--- src/rtl/isa_pkg.sv ---
// Shared ISA definitions for the ExceptioNull 8-bit core: widths, opcodes, fetch states.
package isa_pkg;

  localparam int PC_W    = 8;
  localparam int INSTR_W = 8;

  // Opcodes live in instr[7:4]; control_unit decodes the same values.
  localparam logic [3:0] OP_MOVE = 4'h0;
  localparam logic [3:0] OP_ADD  = 4'h1;
  localparam logic [3:0] OP_SUB  = 4'h2;
  localparam logic [3:0] OP_AND  = 4'h3;
  localparam logic [3:0] OP_OR   = 4'h4;
  localparam logic [3:0] OP_XOR  = 4'h5;
  localparam logic [3:0] OP_NOT  = 4'h6;
  localparam logic [3:0] OP_SHL  = 4'h7;
  localparam logic [3:0] OP_SHR  = 4'h8;
  localparam logic [3:0] OP_LD   = 4'h9;
  localparam logic [3:0] OP_ST   = 4'hA;
  localparam logic [3:0] OP_BEQ  = 4'hB;
  localparam logic [3:0] OP_BNE  = 4'hC;
  localparam logic [3:0] OP_J    = 4'hD;
  localparam logic [3:0] OP_JAL  = 4'hE;
  localparam logic [3:0] OP_LI   = 4'hF;

  // FETCH issues the request, WAIT waits for the response, HOLD presents it to decode.
  typedef enum logic [1:0] {
    FETCH = 2'd0,
    WAIT  = 2'd1,
    HOLD  = 2'd2
  } fetch_state_e;

endpackage

--- src/rtl/instr_fetch.sv ---
// Fetch stage: one outstanding imem read, valid/ready hand-off to decode, redirect flush.
module instr_fetch #(
  parameter int              PC_W     = isa_pkg::PC_W,
  parameter int              INSTR_W  = isa_pkg::INSTR_W,
  parameter logic [PC_W-1:0] RESET_PC = '0
) (
  input  logic               clk,
  input  logic               rst_n,
  output logic               imem_req,
  output logic [PC_W-1:0]    imem_addr,
  input  logic               imem_rvalid,
  input  logic [INSTR_W-1:0] imem_rdata,
  input  logic               redirect_valid,
  input  logic [PC_W-1:0]    redirect_pc,
  output logic               instr_valid,
  input  logic               instr_ready,
  output logic [INSTR_W-1:0] instr_out,
  output logic [PC_W-1:0]    instr_pc,
  output logic [PC_W-1:0]    instr_pc_next
);

  import isa_pkg::*;

  fetch_state_e       state_q, state_d;
  logic [PC_W-1:0]    pc_q, pc_d;
  logic               discard_q, discard_d;
  logic               valid_q, valid_d;
  logic [INSTR_W-1:0] instr_q, instr_d;
  logic [PC_W-1:0]    instr_pc_q, instr_pc_d;

  // State, PC, discard flag and the held instruction all return to reset values at once.
  always_ff @(posedge clk or negedge rst_n) begin
    if (!rst_n) begin
      state_q    <= FETCH;
      pc_q       <= RESET_PC;
      discard_q  <= 1'b0;
      valid_q    <= 1'b0;
      instr_q    <= '0;
      instr_pc_q <= '0;
    end else begin
      state_q    <= state_d;
      pc_q       <= pc_d;
      discard_q  <= discard_d;
      valid_q    <= valid_d;
      instr_q    <= instr_d;
      instr_pc_q <= instr_pc_d;
    end
  end

  // Next-state logic; a redirect outranks every other event in every state.
  always_comb begin
    state_d    = state_q;
    pc_d       = pc_q;
    discard_d  = discard_q;
    valid_d    = valid_q;
    instr_d    = instr_q;
    instr_pc_d = instr_pc_q;
    case (state_q)
      FETCH: begin
        state_d = WAIT;
        if (redirect_valid) begin
          discard_d = 1'b1;
          pc_d      = redirect_pc;
        end
      end
      WAIT: begin
        if (redirect_valid) begin
          pc_d = redirect_pc;
          if (imem_rvalid) begin
            discard_d = 1'b0;
            state_d   = FETCH;
          end else begin
            discard_d = 1'b1;
          end
        end else if (imem_rvalid) begin
          if (discard_q) begin
            discard_d = 1'b0;
            state_d   = FETCH;
          end else begin
            instr_d    = imem_rdata;
            instr_pc_d = pc_q;
            valid_d    = 1'b1;
            pc_d       = pc_q + 1'b1;
            state_d    = HOLD;
          end
        end
      end
      HOLD: begin
        if (redirect_valid) begin
          valid_d = 1'b0;
          pc_d    = redirect_pc;
          state_d = FETCH;
        end else if (instr_ready) begin
          valid_d = 1'b0;
          state_d = FETCH;
        end
      end
      default: state_d = FETCH;
    endcase
  end

  assign imem_req      = rst_n & (state_q == FETCH);
  assign imem_addr     = pc_q;
  assign instr_valid   = valid_q & ~redirect_valid;
  assign instr_out     = instr_q;
  assign instr_pc      = instr_pc_q;
  assign instr_pc_next = instr_pc_q + 1'b1;

endmodule

--- config.mk ---
export PLATFORM = sky130hd
export DESIGN_NAME = instr_fetch
export DESIGN_NICKNAME = d
export VERILOG_FILES = /design/src/rtl/isa_pkg.sv /design/src/rtl/instr_fetch.sv
export SDC_FILE = /design/constraint.sdc
export NUM_CORES = 1
export LEC_CHECK = 0
export CORE_MARGIN = 5
export CORE_UTILIZATION = 45
export CTS_BUF_LIST = sky130_fd_sc_hd__clkbuf_8
export DETAILED_ROUTE_END_ITERATION = 12
export PLACE_DENSITY_LB_ADDON = 0.25
export SETUP_SLACK_MARGIN = 0.05
export SLEW_MARGIN = 20
export SYNTH_ARGS = -nofsm -noshare
export SYNTH_HDL_FRONTEND = slang
export SYNTH_SLANG_ARGS = --single-unit
--- constraint.sdc ---
create_clock -name clk -period 1.6 [get_ports clk]
set_input_delay 0.32 -clock clk [delete_from_list [all_inputs] [get_ports clk]]
set_output_delay 0.32 -clock clk [all_outputs]
set_load 0.005 [all_outputs]
==> metrics.txt, run 1 <==
status complete, but fails checks; failing checks negative setup slack; die area 4602 µm²; Iteration-0 DRC Markers 48; H-tree levels 1; final setup vio count 5; Synth Register Bits 28; GRT overflow 0; Hold Vio Cnt, Final 0; Max Buffers Root-to-Sink 2; Setup crit start kind flop; mapped cell area 1505 µm²; Syn Nets 151; unrepaired setup endpoints after global routing yes; CP endpoint kind output port; Worst Path Buf+Inv 1; worst-path maximum fanout 3; CP top delay family flip-flops; critical path's slowest cell dfrtp_1; post-synthesis sequential area ratio 46.55%; Warnings, synthesis 0; Tmin final 1701 ps; gr usage total 20.19%; Storage cell area 709.4 µm²; Worst-Margin Slew 351.1 ps; critical path class reg -> out; hold crit path type in -> async; WL/cell 17.46 µm; DRT Pass-1 Iters 4; Root Buffer Master clkbuf_8; post-route insts no fill 267; Multi-input gate area 803.3 µm²; vias per cell 5.453; CTS tree yes; first-pass GRT wire length 7017 µm; placed insts 243; Worst Setup Slack, final -100.7 ps; vias in the first global route 1441; fraction of layout cells with a size suffix above 1 40.72%; via count of the routed design 1456; Avg Cell Area, Syn 11.76 µm²; PD cells 1524 nW/µm²; Worst-path clk slew 90 ps; Slew Limit Headroom 76.59%; antenna diode count 0; Unique masters post-synth 45; Worst IR Drop VDD 0.0007899 V; WL final 4662 µm; GPL Wtd Cong 0.9068; largest net degree at the start of global routing 29; Sum Neg Setup Slack -375.3 ps; chip height 67.84 µm; slowest stage delay, CP 390 ps; clk sink count 28; crit path cell chain ha_2, and3_4, nand3_4, xnor2_2, buf_2; Power Total 3.826 mW; Synth-to-Final Area Change 66.75%; Leakage 1.143 nW; R2R setup slack 120 ps; utilization after layout 76.42%; max-slew violation count 0; max-cap violations 0; core footprint 3284 µm²; HPWL after DPL 3153 µm; fraction of the cycle the final worst path needs 106.3%; fin nets 245; Worst-Skew Late Latency 280 ps; count of port buffers added during placement 54; skew final 2.147 ps; Final ANT Viol Nets 0; Initial Util 45.83%; CTS Buf Count 3; maximum clock rate 0.5880 GHz; Fillers 238; Die Width 67.84 µm; # DRC 0; std cell rows 21; pre-CTS setup slack -283.1 ps; initial antenna violation count 0; critical path arrival 1380 ps; critical path required time 1280 ps; Post-Synthesis Cells 128; IO Pins 55
==> metal layers <==
layer / wire length [µm] / share of wire, % / track usage, %
met5: 0 / 0 / 0
met4: 76 / 1.6 / 4.715
met3: 322 / 6.9 / 2.791
met2: 2438 / 52 / 38.15
met1: 1824 / 39 / 24.03
==> flip-flops by register name, summed over array words and instances (netlist names) <==
register,count
instr_out,8
instr_pc,8
discard_q,1
valid_q,1
imem_addr,8
state_q,2
==> path summary, 6_finish.rpt <==
kind,start,endpoint,depth (start not counted)
min in group clk,instr_out[5],instr_out[5],1
worst max register to register,imem_addr[2],imem_addr[3],5
worst min-delay path,rst_n,instr_out[2],2
max in group asynchronous,rst_n,imem_addr[2],2
worst min register to register,instr_out[5],instr_out[5],1
worst max-delay path,instr_pc[0],instr_pc_next[6],5
==> repair_timing <==
action	CTS	global route
pin swaps	7	8
hold buffers	0	0
endpoints found under the setup margin	40	27
buffers inserted	9	11
resized for setup	51	13
==> synth_stat cells, drive strengths merged <==
cell type	instances	area, µm²
mux2	18	229.0
o22a	1	8.760
o211ai	4	30.03
a221oi	4	35.03
xor2	2	17.52
nand4bb	1	11.26
nand2	3	11.26
o311a	1	10.01
o22ai	1	6.260
o32ai	1	8.760
a21oi	5	25.02
and4	2	17.52
and3	1	6.260
nand4	2	12.51
o41ai	1	8.760
nor2b	2	12.51
or2	1	6.260
a2bb2oi	2	17.52
a31oi	1	6.260
o221ai	2	17.52
nor2	3	11.26
clkbuf	2	7.510
buf	4	25.02
nor3b	1	7.510
o2bb2ai	1	8.760
dfrtp	28	700.7
and2	1	6.260
mux2i	1	10.01
nand3	5	37.54
and3b	1	12.51
ha	2	25.02
or3b	1	8.760
nand2b	2	12.51
xnor2	4	35.03
inv	7	26.28
nor4bb	2	20.02
o31ai	3	22.52
o21ai	3	15.01
a22oi	1	7.510
nand3b	1	7.510
==> worst register-to-register path, stage by stage, from the launching register on <==
cell     delay, ps
dfrtp_2        370
buf_4          150
nand4_1        200
buf_4          210
mux2_2         250
o22a_1         190
==> cell families after synthesis <==
| kind of cell | count (synthesis) | synth area share (%) |
|---|---|---|
| XOR/XNOR | 6 | 3.491 |
| AO/OA/AOI/OAI | 31 | 15.13 |
| buffers and inverters | 13 | 3.907 |
| AND/OR/NAND/NOR | 29 | 13.38 |
| flip-flops | 28 | 46.55 |
| adder cells (fa/ha/maj) | 2 | 1.662 |
| multiplexers | 19 | 15.88 |
==> stage by stage <==
step | hold slack, ps | cell area [µm²]
finish | 251.4 | 2510
global route | 270.2 | 2510
CTS | 232.5 | 2360
floorplan | 24.41 | 1505
detailed placement | 495.3 | 2228
global placement | 487.1 | 2228
==> power by group <==
part	leakage, nW	internal [mW]	switching [mW]
sequential	0.325	0.987	0.206
clock	0.0357	0.335	0.225
combinational	0.782	1.29	0.780
==> cell usage in the layout (no fill, tap or decap), types with 2 or more instances in the layout <==
cell,netlist,routed
buf_4,0,37
clkdlybuf4s50_1,0,34
dfrtp_1,28,21
mux2_2,11,11
dlygate4sd2_1,0,8
inv_1,7,7
mux2_4,7,7
dfrtp_2,0,7
buf_2,2,6
a21oi_1,5,5
o211ai_1,4,4
a221oi_1,4,4
nand3_4,1,3
nor2_1,3,3
o31ai_1,3,3
clkbuf_8,0,3
dlymetal6s2s_1,0,3
buf_6,1,3
and4_1,2,2
nand4_1,2,2
xnor2_1,4,2
xnor2_2,0,2
xor2_1,2,2
nand2_1,3,2
nand2b_1,2,2
nor4bb_1,2,2
nand3_1,4,2
a2bb2oi_1,2,2
o221ai_1,2,2
o21ai_0,2,2
clkdlybuf4s15_2,0,2
==> layout make-up <==
| cell class | instances | share of cell area (%) |
|---|---|---|
| flip-flops and latches | 28 | 28.27 |
| multi-input cells | 87 | 32.00 |
| well taps | 46 | 2.293 |
| clock buffers | 3 | 1.645 |
| clock inverters | 1 | 1.196 |
| repair buffers | 95 | 33.55 |
| inverters | 7 | 1.047 |
No activity file was read; power rests on OpenSTA's default activity.
==> run 2: changes to the inputs <==
CORE_ASPECT_RATIO = 0.7   (was not set)
GPL_TIMING_DRIVEN = 0   (was not set)
==> metrics.txt, run 2 (synthesis gave the netlist of run 1 again) <==
Hold WS 349.6 ps (+98.17 ps); CTS tree yes; max-cap violations 0 (unchanged); Root Buffer Master clkbuf_8; vias in the first global route 1494 (+3.7%); utilization after layout 76.12% (-0.30 points); fraction of layout cells with a size suffix above 1 39.72% (-1.0 points); Synth-to-Final Area Change 61.35%; most common cell after layout, fill and taps aside clkdlybuf4s50_1; std cell rows 17 (-19%); core footprint 3191 µm² (-2.9%); Worst R2R Start state_q[0]; Iteration-0 DRC Markers 64 (+33%); fraction of the cycle the final worst path needs 107.1% (+0.85 points); PD cells 1558 nW/µm² (+2.2%); WL/cell 17.57 µm (+0.61%); initial antenna violation count 0 (unchanged); skew final 1.404 ps (-0.7430 ps); Max Buffers Root-to-Sink 2 (unchanged); antenna diode count 0 (unchanged); via count of the routed design 1433 (-1.6%); HPWL after DPL 2827 µm (-10%); gr usage total 19.89% (-0.31 points); critical path class reg -> out; Power Total 3.784 mW (-1.1%); unrepaired setup endpoints after global routing yes; Worst-Skew Late Latency 280 ps (about the same); Worst-path clk slew 90 ps (about the same); Leakage 1.103 nW (-3.5%); vias per cell 5.687 (+4.3%); Worst R2R Path Depth 5 (unchanged); crit path to instr_pc_next[6]; clk sink count 28 (unchanged); Slew Limit Headroom 74.59% (-2.0 points); maximum clock rate 0.5833 GHz (-0.80%); first-pass GRT wire length 7314 µm (+4.2%); Critical R2R Capture instr_out[1]; CTS Buf Count 3 (unchanged); IO Pins 55 (unchanged); Hold Vio Cnt, Final 0 (unchanged); count of port buffers added during placement 54 (unchanged); chip height 58.39 µm (-14%); hold crit path type in -> reg; largest net degree at the start of global routing 29 (unchanged); GPL Wtd Cong 0.8960 (-1.2%); Worst IR Drop VDD 0.0008484 V (+7.4%); GRT overflow 0 (unchanged); R2R setup slack 110 ps (about the same); worst-path maximum fanout 2 (-1); Initial Util 47.18% (+1.3 points); # DRC 0 (unchanged); hold_sp imem_rvalid; placed insts 220 (-9.5%); critical path arrival 1390 ps (about the same); die area 4620 µm² (+0.40%); most frequent cells in the layout clkdlybuf4s50_1 (34), buf_4 (25), dfrtp_1 (20); Worst-Margin Slew 376.3 ps (+25.12 ps); critical path required time 1280 ps (about the same); WL final 4427 µm (-5.0%); final setup vio count 5 (unchanged); Critical path origin instr_pc[0]; failing checks negative setup slack; post-route insts no fill 252 (-5.6%); fin nets 238 (-2.9%); Final ANT Viol Nets 0 (unchanged); CP endpoint kind output port; status complete, but fails checks; DRT Pass-1 Iters 4 (unchanged); Setup crit start kind flop; Die Width 79.13 µm (+17%); max-slew violation count 0 (unchanged); Worst Setup Slack, final -114.4 ps (-13.67 ps); Tmin final 1714 ps (+13.67 ps); H-tree levels 1 (unchanged)
[run 2: repair_timing]
action	CTS	global route
setup buffers	22	8
cloned	0	0
gates resized for setup	66	13
pin swaps	5	7
hold endpoints to repair	28	0
hold buffers	2	0
setup endpoints to repair	32	33
[run 2: how the worst min path moves through the flow]
stage               cells after the start  slack [ps]           end
floorplan                               0          20     discard_q
global placement                        1         490  instr_out[0]
detailed placement                      1         370  imem_addr[2]
CTS                                     3         500    state_q[1]
global route                            2         380    state_q[0]
finish                                  2         350    state_q[0]
[run 2: report_power, final]
part           internal (mW)  switching [mW]
clock                  0.335           0.226
sequential             0.989           0.201
combinational           1.29           0.741
total                   2.62            1.17
[run 2: cell type report]
type | instances | area (µm²)
Tap cell | 38 | 47.55
Sequential cell | 28 | 710.7
Multi-Input combinational cell | 87 | 792.0
Fill cell | 211 | 762.0
Inverter | 7 | 26.28
Timing Repair Buffer | 84 | 747.0
Buffer | 4 | 33.78
Clock inverter | 1 | 30.03
Clock buffer | 3 | 41.29
[run 2: stage by stage]
stage	TNS (ps)	area [µm²]	setup slack [ps]
3_5_place_dp	-7912	2088	-482.8
3_3_place_gp	-14080	2093	-1219
4_1_cts	-356.9	2367	-134.9
5_1_grt	-648.9	2429	-168.5
6_report	-343.2	2429	-114.4
2_1_floorplan	0	1505	189.6
[run 2: critical path: stages (launching register included)]
cell and delay [ps]:
dfrtp_1 390, ha_2 200, and3_4 190, nand3_2 80, xnor2_2 130, buf_2 120
[run 2: layer usage]
| metal | track usage, % | vias up | share of wire (%) |
|---|---|---|---|
| li1 | - | 659 | - |
| met1 | 24.78 | 670 | 39 |
| met2 | 33.45 | 90 | 47 |
| met3 | 5.810 | 14 | 10 |
| met4 | 6.618 | 0 | 2.8 |
| met5 | 0 | - | 0 |
==> run 3: changes to the inputs <==
CORE_MARGIN = not set   (was 5)
==> metrics.txt, run 3 (synthesis gave the netlist of run 1 again) <==
status complete, but fails checks; failing checks design-rule violations, negative hold slack, negative setup slack; Worst Setup Slack, final -175.3 ps (-60.94 ps); Hold Vio Cnt, Final 7 (+7); GRT overflow 0 (unchanged); skew final 5.606 ps (+4.203 ps); unrepaired setup endpoints after global routing yes; fin nets 233 (-2.1%); largest net degree at the start of global routing 29 (unchanged); most common cell after layout, fill and taps aside clkdlybuf4s50_1; most frequent cells in the layout clkdlybuf4s50_1 (32), dfrtp_1 (23), buf_4 (21); Iteration-0 DRC Markers 123 (+92%); antenna diode count 0 (unchanged); Root Buffer Master clkbuf_8; Comb power frac 52.1% (-1.6 points); fraction of layout cells with a size suffix above 1 35.89% (-3.8 points); H-tree levels 1 (unchanged); critical path arrival 1460 ps (+70 ps); Worst-path clk slew 100 ps (about the same); vias per cell 5.858 (+3.0%); Tmin final 1775 ps (+60.94 ps); Die Width 71.13 µm (-10%); final setup vio count 6 (+1); Synth-to-Final Area Change 58.19%; count of port buffers added during placement 54 (unchanged); PD cells 1565 nW/µm² (+0.47%); Setup crit start kind flop; via count of the routed design 1447 (+0.98%); die area 3584 µm² (-22%); Worst-Skew Late Latency 280 ps (about the same); Storage cell area 706.9 µm² (-0.53%); first-pass GRT wire length 7107 µm (-2.8%); crit path cell chain buf_6, buf_6, and4_4, nand4_1, xnor2_1, buf_2; Slew Limit Headroom 79.07% (+4.5 points); R2R setup slack 100 ps (about the same); Sum Neg Setup Slack -709.2 ps (-365.9 ps); chip height 50.39 µm (-14%); clk sink count 28 (unchanged); slowest stage delay, CP 410 ps (+20 ps); Internal 2.551 mW (-2.5%); Hold WS -6.135 ps (-355.7 ps); Leakage 1.075 nW (-2.5%); Final ANT Viol Nets 0 (unchanged); critical path's slowest cell dfrtp_1; CP most frequent cell buf_6; CTS Buf Count 3 (unchanged); Worst R2R Start state_q[0]; CTS tree yes; std cell rows 17 (unchanged); share of power burned in registers 32.8% (+1.4 points); gr usage total 26.54% (+6.6 points); core footprint 3169 µm² (-0.67%); HPWL after DPL 2760 µm (-2.4%); Max Buffers Root-to-Sink 2 (unchanged); hold crit path type in -> async; worst-path maximum fanout 2 (unchanged); Multi-input gate area 779.5 µm² (-1.6%); WL final 4499 µm (+1.6%); max-cap violations 0 (unchanged); Worst R2R Path Depth 5 (unchanged); maximum clock rate 0.5633 GHz (-3.4%); Clock power frac 15.2% (+0.4 points); IO Pins 55 (unchanged); initial antenna violation count 0 (unchanged); GPL Wtd Cong 0.8116 (-9.4%); Power Total 3.727 mW (-1.5%); max-slew violation count 0 (unchanged); critical path class reg -> out; Worst IR Drop VDD 0.0008373 V (-1.3%); WL/cell 18.21 µm (+3.7%); vias in the first global route 1388 (-7.1%); switching power 1.176 mW (+0.69%); DRT Pass-1 Iters 9 (+5); critical path required time 1280 ps (about the same); switch share 31.56% (+0.69 points); fraction of the cycle the final worst path needs 111.0% (+3.8 points); pre-CTS setup slack -529.2 ps (-46.42 ps); CP endpoint kind output port; Initial Util 47.49% (+0.32 points); Fillers 210 (-0.47%); Worst-Margin Slew 309.7 ps (-66.60 ps); Critical R2R Capture instr_pc[3]; # DRC 4 (+4)
run 3: cell types whose count changed in the layout (fill, tap and decap cells not counted), moves of 2 or more:
cell	delta
buf_4	-4
clkdlybuf4s15_1	+3
clkdlybuf4s50_1	-2
dfrtp_1	+3
dfrtp_2	-3
run 3: metrics by stage:
step	area [µm²]	utilization, %	instances
after global placement	2093	66.05	220
after detailed placement	2088	65.89	220
final	2381	75.13	247
after floorplan	1505	-	128
after global routing	2381	75.13	247
after CTS	2345	73.98	245
run 3: repair_timing:
action	4_1_cts	5_1_grt
setup buffers	21	4
endpoints found under the hold margin	28	0
pin swaps	4	6
endpoints found under the setup margin	35	18
gates cloned	0	0
resized for setup	59	18
hold buffers	1	0
run 3: cell type report:
| cell class | instances | area share (%) |
|---|---|---|
| multi-input combinational | 87 | 32.74 |
| clock inverter | 1 | 1.261 |
| timing repair buffer | 79 | 29.90 |
| sequential | 28 | 29.69 |
| buffer | 4 | 1.576 |
| inverter | 7 | 1.104 |
| clock buffer | 3 | 1.734 |
| tap | 38 | 1.997 |
run 3: worst max-delay path, delay by kind of cell, from the launching register on:
kind	cells	cell delay, ps
XOR/XNOR	1	140
buffers and inverters	3	330
flip-flops	1	410
AND/OR/NAND/NOR	2	290
run 3: power groups by stage:
stage,sequential (mW),clock (mW),combinational [mW]
floorplan,1.25,0,0.619
global placement,1.27,0,1.54
detailed placement,1.30,0,1.58
CTS,1.20,0.567,1.83
global route,1.25,0.594,2.08
finish,1.22,0.566,1.94
run 3: how the worst max path moves through the flow:
stage                   startpoint          endpoint  slack, ps  cells after the start
floorplan               state_q[0]      imem_addr[1]        190                      3
global placement             rst_n          imem_req      -1230                      3
detailed placement  redirect_valid      imem_addr[1]       -530                      5
CTS                    instr_pc[1]  instr_pc_next[7]       -190                      6
global route           instr_pc[0]  instr_pc_next[7]       -240                      6
finish                 instr_pc[0]  instr_pc_next[7]       -180                      6
run 3: per-layer routing:
metal,vias to the layer above,wire [µm],GRT usage (%),part of all wire (%)
met1,709,1728,34.15,38
met5,-,0,0,0
met2,81,2310,45.03,51
met4,0,48,6.667,1.1
met3,7,411,6.827,9.1
li1,650,-,-,-
